File: src/rtl/cdce_spi_pkg.sv
// Shared constants and state encoding for the CDCE62005 SPI paths.
// Used by both the serial writer and the readback engine.
package cdce_spi_pkg;

  localparam logic [3:0] CDCE_READ_INSTR = 4'hE;
  localparam int         CDCE_WORD_WIDTH = 32;

  typedef enum logic [2:0] {
    IDLE,
    CMD_SHIFT,
    CS_GAP,
    READ_SHIFT,
    DONE
  } cdce_rd_state_e;

endpackage

File: src/rtl/cdce_spi_shifter.sv
// Word shift register: parallel load, shift right, serial in at MSB.
// Serial out is bit 0, so words move LSB first in both directions.
module cdce_spi_shifter #(
  parameter int WIDTH = 32
) (
  input  logic             clk_i,
  input  logic             rst_ni,
  input  logic             load_i,
  input  logic [WIDTH-1:0] load_val_i,
  input  logic             shift_en_i,
  input  logic             ser_i,
  output logic [WIDTH-1:0] q_o,
  output logic             ser_o
);

  logic [WIDTH-1:0] sr_q;

  // Load has priority over shift.
  always_ff @(posedge clk_i or negedge rst_ni) begin
    if (!rst_ni) begin
      sr_q <= '0;
    end else if (load_i) begin
      sr_q <= load_val_i;
    end else if (shift_en_i) begin
      sr_q <= {ser_i, sr_q[WIDTH-1:1]};
    end
  end

  assign q_o   = sr_q;
  assign ser_o = sr_q[0];

endmodule

File: src/rtl/cdce_serial_readback.sv
// CDCE62005 SPI readback: read command word out, register word back in.
// Optional compare against an expected word: CDCE_READBACK_COMPARE_EN.
module cdce_serial_readback
  import cdce_spi_pkg::*;
#(
  parameter int WORD_WIDTH    = CDCE_WORD_WIDTH,
  parameter int CS_GAP_CYCLES = 4,
  parameter int ADDRESS_WIDTH = 4
) (
  input  logic                     clk,
  input  logic                     reset_n,
  input  logic                     enable,
  input  logic                     start_read,
  input  logic [ADDRESS_WIDTH-1:0] reg_address,
  input  logic                     miso,
`ifdef CDCE_READBACK_COMPARE_EN
  input  logic [WORD_WIDTH-1:0]    expected_data,
  output logic                     mismatch,
`endif
  output logic                     cs_n,
  output logic                     mosi,
  output logic                     busy,
  output logic [WORD_WIDTH-1:0]    read_data,
  output logic                     read_valid
);

  localparam int CW = $clog2(WORD_WIDTH) + 1;

  cdce_rd_state_e state_q, state_d;
  logic [CW-1:0]  cnt_q, cnt_d;
  logic           cs_n_q, cs_n_d;
  logic           busy_q, busy_d;
  logic           valid_q, valid_d;
  logic [WORD_WIDTH-1:0] rdata_q, rdata_d;

  logic                  cmd_load;
  logic                  cmd_shift;
  logic                  cap_shift;
  logic [WORD_WIDTH-1:0] cmd_word;
  logic [WORD_WIDTH-1:0] cmd_q;
  logic                  cmd_ser;
  logic [WORD_WIDTH-1:0] cap_q;
  logic                  cap_ser;
  logic                  accept;
  logic                  word_last;
  logic                  gap_last;

  assign accept    = enable & start_read & ~busy_q;
  assign word_last = (int'(cnt_q) == WORD_WIDTH - 1);
  assign gap_last  = (int'(cnt_q) == CS_GAP_CYCLES - 1);

  // Read command: instruction nibble, then address, zero padded.
  always_comb begin
    cmd_word = '0;
    cmd_word[3:0] = CDCE_READ_INSTR;
    cmd_word[4 +: ADDRESS_WIDTH] = reg_address;
  end

  cdce_spi_shifter #(.WIDTH(WORD_WIDTH)) u_cmd (
    .clk_i      (clk),
    .rst_ni     (reset_n),
    .load_i     (cmd_load),
    .load_val_i (cmd_word),
    .shift_en_i (cmd_shift),
    .ser_i      (1'b0),
    .q_o        (cmd_q),
    .ser_o      (cmd_ser)
  );

  cdce_spi_shifter #(.WIDTH(WORD_WIDTH)) u_cap (
    .clk_i      (clk),
    .rst_ni     (reset_n),
    .load_i     (1'b0),
    .load_val_i ('0),
    .shift_en_i (cap_shift),
    .ser_i      (miso),
    .q_o        (cap_q),
    .ser_o      (cap_ser)
  );

  logic unused_w;
  assign unused_w = ^{cmd_q, cap_ser};

  // Sequencer next state; cs_n is decided a cycle ahead so it is a flop.
  always_comb begin
    state_d   = state_q;
    cnt_d     = cnt_q + 1'b1;
    cs_n_d    = cs_n_q;
    busy_d    = busy_q;
    rdata_d   = rdata_q;
    valid_d   = 1'b0;
    cmd_load  = 1'b0;
    cmd_shift = 1'b0;
    cap_shift = 1'b0;
    unique case (state_q)
      IDLE: begin
        cnt_d = '0;
        if (valid_q) busy_d = 1'b0;
        if (accept) begin
          cmd_load = 1'b1;
          busy_d   = 1'b1;
          cs_n_d   = 1'b0;
          state_d  = CMD_SHIFT;
        end
      end
      CMD_SHIFT: begin
        cmd_shift = 1'b1;
        if (word_last) begin
          cnt_d   = '0;
          cs_n_d  = 1'b1;
          state_d = CS_GAP;
        end
      end
      CS_GAP: begin
        if (gap_last) begin
          cnt_d   = '0;
          cs_n_d  = 1'b0;
          state_d = READ_SHIFT;
        end
      end
      READ_SHIFT: begin
        cap_shift = 1'b1;
        if (word_last) begin
          cnt_d   = '0;
          cs_n_d  = 1'b1;
          state_d = DONE;
        end
      end
      DONE: begin
        cnt_d   = '0;
        rdata_d = cap_q;
        valid_d = 1'b1;
        state_d = IDLE;
      end
      default: begin
        cnt_d   = '0;
        cs_n_d  = 1'b1;
        state_d = IDLE;
      end
    endcase
  end

  // Sequencer registers.
  always_ff @(posedge clk or negedge reset_n) begin
    if (!reset_n) begin
      state_q <= IDLE;
      cnt_q   <= '0;
      cs_n_q  <= 1'b1;
      busy_q  <= 1'b0;
      valid_q <= 1'b0;
      rdata_q <= '0;
    end else begin
      state_q <= state_d;
      cnt_q   <= cnt_d;
      cs_n_q  <= cs_n_d;
      busy_q  <= busy_d;
      valid_q <= valid_d;
      rdata_q <= rdata_d;
    end
  end

`ifdef CDCE_READBACK_COMPARE_EN
  logic [WORD_WIDTH-1:0] exp_q;
  logic                  mism_q;

  // Bits [3:0] carry the echoed address, so they are not compared.
  always_ff @(posedge clk or negedge reset_n) begin
    if (!reset_n) begin
      exp_q  <= '0;
      mism_q <= 1'b0;
    end else begin
      if (state_q == IDLE && accept) exp_q <= expected_data;
      if (state_q == DONE)
        mism_q <= (cap_q[WORD_WIDTH-1:4] != exp_q[WORD_WIDTH-1:4]);
    end
  end

  assign mismatch = mism_q;
`endif

  assign cs_n       = cs_n_q;
  assign mosi       = (state_q == CMD_SHIFT) & cmd_ser;
  assign busy       = busy_q;
  assign read_data  = rdata_q;
  assign read_valid = valid_q;

endmodule
File: config.mk
export PLATFORM = sky130hd
export DESIGN_NAME = cdce_serial_readback
export DESIGN_NICKNAME = d
export VERILOG_FILES = /design/src/rtl/cdce_spi_pkg.sv /design/src/rtl/cdce_spi_shifter.sv /design/src/rtl/cdce_serial_readback.sv
export SDC_FILE = /design/constraint.sdc
export NUM_CORES = 1
export LEC_CHECK = 0
export ABC_AREA = 1
export BUFFER_PORTS_ARGS = -buffer_cell sky130_fd_sc_hd__clkbuf_2
export CAP_MARGIN = 25
export CORE_MARGIN = 1
export CORE_UTILIZATION = 60
export DETAILED_ROUTE_END_ITERATION = 6
export PLACE_DENSITY = 0.84
export SETUP_SLACK_MARGIN = 0.3
export SLEW_MARGIN = 20
export SYNTH_ARGS = -nofsm -noshare
export SYNTH_HDL_FRONTEND = slang
export SYNTH_HIERARCHICAL = 1
export SYNTH_SLANG_ARGS = --single-unit
File: constraint.sdc
create_clock -name clk -period 1.5 [get_ports clk]
set_input_delay 0.15 -clock clk [delete_from_list [all_inputs] [get_ports clk]]
set_output_delay 0.15 -clock clk [all_outputs]
set_load 0.05 [all_outputs]
==> impl_metrics.ini, run 1 <==
[run_status]
status = finished, violations left
violations = negative setup slack

[floorplanning]
start_util_pct = 62.4
die_w_um = 92.1
std_cell_rows = 32
core-area_um2 = 7810
die_h_um = 92.1
num_io_pins = 45
die-area_um2 = 8480

[finish]
diodes = 0
finalCoreUtilization_pct = 78.8
nets = 706
layout.cells.most_common_list = nand2_1, nand3_1, dfrtp_1, conb_1, clkbuf_2
final_common_cell = nand2_1
syn2layout_area_growth_pct = 26.3
drive_gt1_share_pct = 21.2

[clock_network]
clkLatencyLatePin_ns = 0.37
path_clk_slew_ns = 0.09
cts.sinks = 108
cts_tree = built
numCtsBuffers = 9
ctsLongestPathBuffers = 2
root_buffer = clkbuf_8
cts.htree.levels = 3

[timing]
drv_slew = 0
rsz0062_at_grt = yes
fmax_mhz = 639
fin_skew_ns = 0.00877
whs_ns = 0.0194
min_period_ns = 1.56
finalWorstSetupSlack_ns = -0.0645
fin_crit_sh_pct = 104
hold_viol_final = 0
setup_viol = 22

[critical_path]
setup.worst_path.start_class = register
crit_path_end_kind = primary output
r2r_slack_ns = -0.06
cp.required_ns = 1.35
critPathMaxFanout = 2
criticalPathCategory = register to primary output
cp.arrival_ns = 1.41

[power_and_ir_drop]
p_leak_uw = 0.00314
ir_worst_vdd_mv = 1.08
p_per_area_nw_per_um2 = 1960

[route]
drtIter0Drc = 301
ant_nets = 0
vias = 4333
wire_per_inst_um = 15.5
viasPerCell = 5.41
drc = 0
drtPass1Iterations = 5
drt-total-wl_um = 12400

[hold_path]
hold_path_class = primary input to register

[synthesis]
syn_area_um2 = 4870
yosys_warnings = 6
syn_avg_cell_area_um2 = 8.55
netlist_instances = 570

[global_routing]
grt_max_degree = 52
grt_overflow = 0
antenna_found_initial = 0
grt_pass1_wl_um = 18700
grt_pass1_vias = 4038
grtUsageTotal_pct = 27.9

[place]
place_congestion = 0.773
port_buffers = 44
hpwlAfterDp_um = 6370
pre_cts_ws_ns = 0.0142

[run]
cap_violations = 0
[layout make-up]
cell class / instances / area (µm²)
clock buffers: 12 / 145
clock inverters: 2 / 12.5
fillers: 450 / 1660
inverters: 17 / 88.8
multi-input cells: 470 / 2210
flip-flops and latches: 108 / 2710
well taps: 102 / 128
repair buffers: 90 / 866
[registers in the layout, summed over array words and instances, names as in the netlist]
name        flops
cnt_q           6
read_valid      1
cs_n            1
u_cmd/q_o      32
read_data      32
u_cap/q_o      32
state_q         3
busy            1
[final timing paths]
path,from,end,depth (start not counted)
min in group asynchronous,reset_n,cnt_q[4],2
worst max-delay path,state_q[2],mosi,6
worst min-delay path,reg_address[1],u_cmd/q_o[5],3
max in group asynchronous,reset_n,read_data[30],3
worst min register to register,read_data[5],read_data[5],2
worst max register to register,state_q[2],u_cap/q_o[19],10
[per-layer routing]
layer / routed length [µm] / share of wire, % / global-route usage [%] / vias up
met2: 6230 / 50 / 45.8 / 191
met5: 0 / 0 / 0 / -
met4: 544 / 4.4 / 13.2 / 0
li1: - / - / - / 2007
met3: 737 / 5.9 / 5.80 / 52
met1: 4890 / 39 / 35.3 / 2083
[report_power, final]
part | internal, µW | switching (µW)
logic | 2190 | 3750
registers | 3860 | 704
clock network | 632 | 935
[what timing repair did]
item                                    CTS  global route
cloned                                    3             0
pin swaps                                 8             7
buffers inserted                         10            12
endpoints found under the setup margin  109           116
hold buffers                              1             0
hold endpoints to repair                 28             0
gates resized for setup                  45            46
[critical path, stage by stage, from the launching register on]
cell     delay [ns]
dfrtp_2        0.45
nor2_4         0.12
inv_2          0.06
nor2_4         0.11
inv_2          0.06
nor2_4         0.09
buf_8          0.15
[through the flow]
stage | TNS (ns) | cells | cell area [µm²] | total power (µW)
CTS | 0 | 789 | 5890 | 11200
finish | -0.505 | 801 | 6150 | 12100
floorplan | 0 | 630 | 5130 | 7880
global placement | 0 | 761 | 5410 | 8790
detailed placement | 0 | 761 | 5410 | 8980
global route | -2.55 | 801 | 6150 | 12700
Power figures use the tool's default switching activity.
==> inputs of run 2 (changes only) <==
- CORE_UTILIZATION: 60 -> 57
- MAX_ROUTING_LAYER: not set -> met4
- PLACE_DENSITY: 0.84 -> 0.83
- SYNTH_HIERARCHICAL: 1 -> not set
==> run 2 against run 1 <==
The run still ends with negative setup slack left. Clock-buffer cell count unchanged. Wire length down 22%. Synthesized area down 29%. Power decreased by 16%. Final area decreased by 19%. Register-to-register slack gained 0.06 ns. Sequential share of layout area shrank 1.5 points. Sequential cell count shrank 24. Critical path depth is the same. Non-clock buffer count decreased by 11. Global-route usage shrank 2.0 points. Largest cell class unchanged. Largest power group unchanged.
==> impl_metrics.ini, run 2 <==
[run_status]
status = finished, violations left
violations = negative setup slack

[floorplanning]
num_io_pins = 45
core-area_um2 = 5890
die_w_um = 80.1
std_cell_rows = 28
die_h_um = 80.1
start_util_pct = 59.1
die-area_um2 = 6420

[finish]
final_area_um2 = 4960
drive_gt1_share_pct = 45.6
layout.cells.most_common_list = dfrtp_1, nand2_1, inv_1, nand2_4, o21ai_2
syn2layout_area_growth_pct = 42.6
final_cells = 514
diodes = 0
final_common_cell = dfrtp_1
nets = 444

[synthesis]
seq_area_frac_synth_pct = 60.5
syn_area_um2 = 3480
synthMostInstantiatedCell = nand2_1
synth_common_cells = nand2_1, dfrtp_1, inv_1, o21ai_2, o21ai_0
netlist.top_cell.by_area = dfrtp_1
synth_nets = 361
synthTopCellsByArea = dfrtp_1, nand2_1, o21ai_2
synth-main-ff-cell = dfrtp_1
async_flop_share_pct = 100
synth.distinct_cells = 25
netlist_instances = 351
syn_avg_cell_area_um2 = 9.91
synth_top_cell_area_share_pct = 59.7
yosys_warnings = 0
synth-seq-cells = 84
synth_edf_count = 0

[critical_path]
cp.required_ns = 1.71
critPathMaxFanout = 6
cp-startpoint = state_q[2]
cp.arrival_ns = 1.72
r2r_start = state_q[2]
cpPeakStageDelay_ns = 0.43
crit_path_end_kind = register
crit_buf_inv = 3
path_cells = inv_4 -> buf_4 -> nand3_4 -> buf_12 -> nand2_1 -> o21ai_0
critical-path-top-delay-family = buffers and inverters
setup.worst_path.start_class = register
cpMaxStageDelayCell = dfrtp_1
criticalPathCategory = register to register

[route]
drc = 0
drtPass1Iterations = 5
wire_per_inst_um = 18.7
drtIter0Drc = 228
drt-total-wl_um = 9620
ant_nets = 0
viasPerCell = 5.58
vias = 2869

[hold_path]
hp-start = reg_address[3]
hold_path_class = primary input to register

[global_routing]
grt_overflow = 0
grt_max_degree = 85
antenna_found_initial = 0
grt_pass1_wl_um = 11700
grtUsageTotal_pct = 25.8
grt_pass1_vias = 2484

[timing]
fin_skew_ns = 0.0130
min_period_ns = 1.51
finalWorstSetupSlack_ns = -0.00732
setup_viol = 1
fin_setup_tns_ns = -0.00732
fmax_mhz = 663
tightest_slew_ns = 0.440
drv_slew = 0
hold_viol_final = 0
slew_headroom_pct = 70.7
whs_ns = 0.0152
fin_crit_sh_pct = 100
rsz0062_at_grt = yes

[place]
hpwlAfterDp_um = 3780
port_buffers = 44
dp.cells = 461
place_congestion = 0.818
dpl-instance-area_um2 = 3740

[run]
cap_violations = 0

[clock_network]
path_clk_slew_ns = 0.08
cts_tree = built
numCtsBuffers = 9
cts.htree.levels = 3
ctsLongestPathBuffers = 2
clkLatencyLatePin_ns = 0.37
cts.sinks = 84
root_buffer = clkbuf_8

[power_and_ir_drop]
ir_worst_vdd_mv = 1.54
p_leak_uw = 0.00226
p_per_area_nw_per_um2 = 2050
[run 2: cell families after synthesis]
family / after synthesis / share of synthesized area (%)
AND/OR/NAND/NOR: 123 / 14.8
flip-flops: 84 / 60.5
AO/OA/AOI/OAI: 77 / 14.2
buffers and inverters: 62 / 9.14
XOR/XNOR: 4 / 1.01
adder cells (fa/ha/maj): 1 / 0.360
[run 2: worst paths after layout]
path | to | slack, ns | cells past startpoint
max in group asynchronous | read_data[19] | 0.80 | 3
min in group asynchronous | u_cmd.q_o[1] | 0.35 | 3
hold reg to reg | u_cap.q_o[0] | 0.49 | 2
setup / recovery | u_cap.q_o[20] | -0.007 | 6
setup reg to reg | u_cap.q_o[20] | -0.007 | 6
hold / removal | u_cmd.q_o[7] | 0.02 | 3
[run 2: tightest hold or removal path: stages]
cell and delay (ns):
clkbuf_2 0.09, nand2_1 0.05, o21ai_1 0.06
[run 2: area by class of cell]
type | count | area, µm²
Sequential cell | 84 | 2110
Multi-Input combinational cell | 207 | 1460
Fill cell | 294 | 926
Timing Repair Buffer | 79 | 774
Inverter | 49 | 215
Clock buffer | 12 | 145
Tap cell | 75 | 93.8
Timing Repair inverter | 4 | 86.3
Clock inverter | 4 | 72.6
[run 2: metal layers]
layer / global-route usage (%) / wire length, µm / vias to the layer above
met1: 31.8 / 3760 / 1447
li1: - / - / 1279
met4: 9.82 / 358 / 0
met5: - / 0 / -
met3: 5.45 / 447 / 37
met2: 42.2 / 5050 / 106
[run 2: report_power, final]
group          internal (µW)  switching, µW  leakage (µW)
clock                    983            828      0.000107
sequential              2870            497       0.00113
combinational           2030           2980       0.00102
[run 2: metrics by stage]
step	power (µW)	setup WS, ns	utilization (%)
2_1_floorplan	5550	0.306	-
3_3_place_gp	5970	0.0548	63.5
3_5_place_dp	6070	0.0179	63.5
4_1_cts	8630	0.101	76.3
5_1_grt	10600	0.00412	84.3
6_report	10200	-0.00732	84.3
[run 2: timing repair]
| action | in CTS | in global routing |
|---|---|---|
| hold buffers | 1 | 0 |
| endpoints found under the hold margin | 83 | 0 |
| cloned | 4 | 10 |
| pin swaps | 5 | 8 |
| resized for setup | 104 | 109 |
| setup endpoints to repair | 71 | 111 |
| setup buffers | 14 | 8 |
